## config.mk

```make
export PLATFORM = sky130hd
export DESIGN_NAME = jk_bank_sequencer
export DESIGN_NICKNAME = d
export VERILOG_FILES = /design/src/rtl/jk_bank_sequencer.sv
export SDC_FILE = /design/constraint.sdc
export NUM_CORES = 1
export LEC_CHECK = 0
export CAP_MARGIN = 10
export CORE_AREA = 4 4 74 76
export DETAILED_ROUTE_END_ITERATION = 6
export DIE_AREA = 0 0 78 80
export GPL_TIMING_DRIVEN = 0
export PLACE_DENSITY_LB_ADDON = 0.08
export SETUP_SLACK_MARGIN = 0.05
export SYNTH_ARGS = -nofsm -noshare
export SYNTH_HDL_FRONTEND = slang
export SYNTH_SLANG_ARGS = --single-unit
```

## constraint.sdc

```tcl
create_clock -name CLK -period 2.01 [get_ports CLK]
set_input_delay 0.201 -clock CLK [delete_from_list [all_inputs] [get_ports CLK]]
set_output_delay 0.201 -clock CLK [all_outputs]
set_load 0.02 [all_outputs]
```

## src/rtl/jk_bank_sequencer.sv

```systemverilog
// rtl/jk_bank_sequencer.sv - J/K drive sequencer for a bank of jk flip-flops
// Runs CLEAR/LOAD/COUNT/TOGGLE as DRIVE+HOLD step pairs with a BUSY/DONE handshake.
module jk_bank_sequencer #(
    parameter int WIDTH = 4,
    parameter int CNT_W = 8
) (
    input  logic             CLK,
    input  logic             RST,
    input  logic             START,
    input  logic [1:0]       OP,
    input  logic [WIDTH-1:0] DATA,
    input  logic [CNT_W-1:0] STEPS,
    input  logic [WIDTH-1:0] Q_IN,
    output logic [WIDTH-1:0] J,
    output logic [WIDTH-1:0] K,
    output logic             BUSY,
    output logic             DONE
);

    typedef enum logic [1:0] {
        ST_IDLE,
        ST_DRIVE,
        ST_HOLD,
        ST_DONE
    } state_t;

    localparam logic [1:0] OP_CLEAR = 2'b00;
    localparam logic [1:0] OP_LOAD  = 2'b01;
    localparam logic [1:0] OP_COUNT = 2'b10;

    state_t             state, state_n;
    logic [1:0]         op_q, op_n;
    logic [WIDTH-1:0]   data_q, data_n;
    logic [CNT_W-1:0]   rem, rem_n;
    logic [2*WIDTH-1:0] jk_n;

    // Returns {J, K} for one step; COUNT toggles every bit below which all bits are set.
    function automatic logic [2*WIDTH-1:0] step_jk(input logic [1:0]       op,
                                                   input logic [WIDTH-1:0] data,
                                                   input logic [WIDTH-1:0] q);
        logic [WIDTH-1:0] carry_mask;
        logic             carry;
        carry = 1'b1;
        for (int i = 0; i < WIDTH; i++) begin
            carry_mask[i] = carry;
            carry         = carry & q[i];
        end
        case (op)
            OP_CLEAR: step_jk = {{WIDTH{1'b0}}, {WIDTH{1'b1}}};
            OP_LOAD:  step_jk = {data, ~data};
            OP_COUNT: step_jk = {carry_mask, carry_mask};
            default:  step_jk = {data, data};
        endcase
    endfunction

    always_ff @(posedge CLK or posedge RST) begin
        if (RST) begin
            state  <= ST_IDLE;
            op_q   <= '0;
            data_q <= '0;
            rem    <= '0;
            J      <= '0;
            K      <= '0;
        end else begin
            state  <= state_n;
            op_q   <= op_n;
            data_q <= data_n;
            rem    <= rem_n;
            J      <= jk_n[2*WIDTH-1:WIDTH];
            K      <= jk_n[WIDTH-1:0];
        end
    end

    always_comb begin
        state_n = state;
        op_n    = op_q;
        data_n  = data_q;
        rem_n   = rem;
        jk_n    = '0;
        case (state)
            ST_IDLE: begin
                if (START) begin
                    op_n   = OP;
                    data_n = DATA;
                    rem_n  = OP[1] ? STEPS : CNT_W'(1);
                    // Zero-step COUNT/TOGGLE completes without ever touching the bank.
                    if (OP[1] && (STEPS == '0)) begin
                        state_n = ST_DONE;
                    end else begin
                        state_n = ST_DRIVE;
                        jk_n    = step_jk(OP, DATA, Q_IN);
                    end
                end
            end
            ST_DRIVE: begin
                rem_n   = (rem != '0) ? rem - 1'b1 : rem;
                state_n = ST_HOLD;
            end
            ST_HOLD: begin
                if (rem == '0) begin
                    state_n = ST_DONE;
                end else begin
                    state_n = ST_DRIVE;
                    jk_n    = step_jk(op_q, data_q, Q_IN);
                end
            end
            default: state_n = ST_IDLE;
        endcase
    end

    assign BUSY = (state != ST_IDLE);
    assign DONE = (state == ST_DONE);

endmodule

```

==> results.toml <==
[clocking]
clockBufferDepth = 2
cts_buffers = 3
cts-root-buf = "clkbuf_8"
cts_sinks = 24
clk_pin_slew_worst_paths_ns = 0.09
cts_tree = "built"
cts-htree-levels = 1
clock_latency_ns = 0.26

[worst_setup_path]
critPathKind = "reg -> out"
start_kind = "flop"
crit_slowest_cell = "clkdlybuf4s50_1"
cp_max_fo = 8
worstPathCellList = "or2_2, clkdlybuf4s50_1"
cp-end-kind = "output pin"
cp.arrival_ns = 1.63
max_stage_delay_ns = 0.55
worstPathRequired_ns = 1.81

[synth]
synthXorXnorAreaFrac_pct = 4.912
ys_warn_count = 0
netlist_area_um2 = 1426
netlist_instances = 149
syn_area_per_cell_um2 = 9.573
yosys.area_share.simple_pct = 19.65
synth-seq-cells = 24
ys.flop_type = "dfrtp_1"
netlist.area_leader.share_pct = 42.11
post-synth-top-count-cell = "dfrtp_1"
synth_commonest_cells = "dfrtp_1, nor2_1, a21oi_1, o22ai_1, xor2_1"
synth_area_leaders = "dfrtp_1, xor2_1, mux2_2"
synth.distinct_cells = 44
synth_top_family_by_area = "compound AO/OA/AOI/OAI gates"
synth_fa_ha_area_share_pct = 0.8772
synth_compound_area_share_pct = 23.33
seq_area_frac_synth_pct = 42.11
syn-num-nets = 171
yosys.area.top_type = "dfrtp_1"
synthArstFlopShare_pct = 100.0
synthMuxAreaShare_pct = 4.737
synth_edf_count = 0

[drt]
drt_pass1_iterations = 4
wirelength_mm = 3.610
viasPerCell = 5.056
postRouteAntennaNets = 0
wl_per_cell_um = 14.56
drc = 0
first_iter_violations = 33
vias = 1254

[placement]
gp_congestion = 0.7898
io_buffers = 27
dpl_cell_area_um2 = 1780
place_hpwl_mm = 2.722

[floorplan]
core_um2 = 4723
die_h_um = 80
ios = 31
dieArea_um2 = 6240
initial_core_util_pct = 30.20
fp.dieW_um = 78
rows = 25

[global_route]
grt_pass1_wl_mm = 6.423
antenna_found_initial = 0
grt-ovfl-total = 0
grt_max_degree = 25
grt_pass1_vias = 1348
grtUsageTotal_pct = 12.76

[timing]
finalCritPeriodShare_pct = 90.93
rsz0062_at_grt = "no"
setup_violations = 0
period_minus_slack_ns = 1.828
hold_violations = 0
finalMaxSlewViolations = 0
worst_pin_slew_ns = 0.9428
setup_tns_ns = 0
relSlewSlack_pct = 37.08
finClkSkew_ns = 0.002870
fmax_mhz = 547.1

[cells_and_area]
antenna_cells = 0
layout-drive-gt1-share_pct = 13.26
postLayoutCoreUtil_pct = 39.26
nets = 204
postLayoutCellArea_um2 = 1854
synthToLayoutAreaGrowth_pct = 30.00

[run_status]
status = "finished clean"

[power_and_ir_drop]
p_leak_nw = 0.7455
p_per_area_nw_per_um2 = 1482
peakVddDrop_uv = 424.1

[job]
maxCapViolations = 0

[worst_hold_path]
hp-class = "in -> reg"
## flip-flops by register name, indices dropped and copies added (netlist names)
signal  count
rem         8
J           4
K           4
data_q      4
op_q        2
state       2
## what timing repair did
item                       4_1_cts  5_1_grt
setup buffers                    0        1
setup endpoints to repair        0        5
gates resized for setup          0        2
hold buffers                     0        0
## final cells by class
| cell class | instances | area (µm²) |
|---|---|---|
| inverter | 4 | 15.01 |
| fill | 479 | 2869 |
| buffer | 9 | 47.55 |
| tap | 67 | 83.83 |
| sequential | 24 | 600.6 |
| timing repair buffer | 28 | 277.8 |
| multi-input combinational | 112 | 774.5 |
| clock buffer | 4 | 55.05 |
## metrics by stage
stage | power [W] | hold WS (ns) | setup WS [ns] | std cells
2_1_floorplan | 0.001942 | 0.2156 | 0.2993 | 149
3_3_place_gp | 0.002379 | 0.5066 | 0.1361 | 243
3_5_place_dp | 0.002403 | 0.5100 | 0.1140 | 243
4_1_cts | 0.002743 | 0.4123 | 0.09564 | 247
5_1_grt | 0.003000 | 0.4276 | 0.09475 | 248
6_report | 0.002748 | 0.4236 | 0.1822 | 248
## per-layer routing
layer	share of wire (%)	track usage [%]
met5	0	0
met4	0.75	4.021
met3	4.6	2.709
met2	50	23.20
met1	44	14.93
## worst max-delay path, delay by kind of cell, from the launching register on
| family | cells | cell delay [ns] |
|---|---|---|
| buffers and inverters | 1 | 0.55 |
| DFF | 1 | 0.46 |
| and+or+nand+nor | 1 | 0.35 |
## logic make-up after synthesis
family,count (synthesis)
and+or+nand+nor,51
AOI/OAI and AO/OA,46
DFF,24
buffers and inverters,13
xor gates and xnor gates,8
muxes,6
adders and majority gates,1
## power breakdown
group | internal, W | switching, W | total (W)
clock network | 0.000175 | 0.000155 | 0.000330
logic | 0.000730 | 0.000776 | 0.00151
registers | 0.000713 | 0.000200 | 0.000913
## path summary, 6_finish.rpt
check | startpoint | end | slack, ns | cells past startpoint
max in group asynchronous | RST | op_q[1] | 0.99 | 2
worst min-delay path | OP[1] | rem[2] | 0.42 | 3
min in group asynchronous | RST | K[0] | 0.45 | 2
worst max register to register | rem[0] | rem[2] | 0.23 | 7
worst min register to register | rem[6] | rem[6] | 0.52 | 1
worst max-delay path | state[0] | BUSY | 0.18 | 2
## placed cells by master (no fill, tap or decap), types with 4 or more instances in the layout
| master | n |
|---|---|
| nor2_1 | 14 |
| o22ai_1 | 8 |
| a21oi_1 | 10 |
| inv_1 | 4 |
| clkbuf_1 | 5 |
| nand3_1 | 4 |
| nand2_1 | 6 |
| xor2_1 | 8 |
| nor3_1 | 4 |
| clkbuf_8 | 4 |
| nand2b_1 | 5 |
| a22o_1 | 6 |
| clkdlybuf4s50_1 | 27 |
| dfrtp_1 | 24 |
| mux2_2 | 6 |
(Power assumes the default switching activity.)
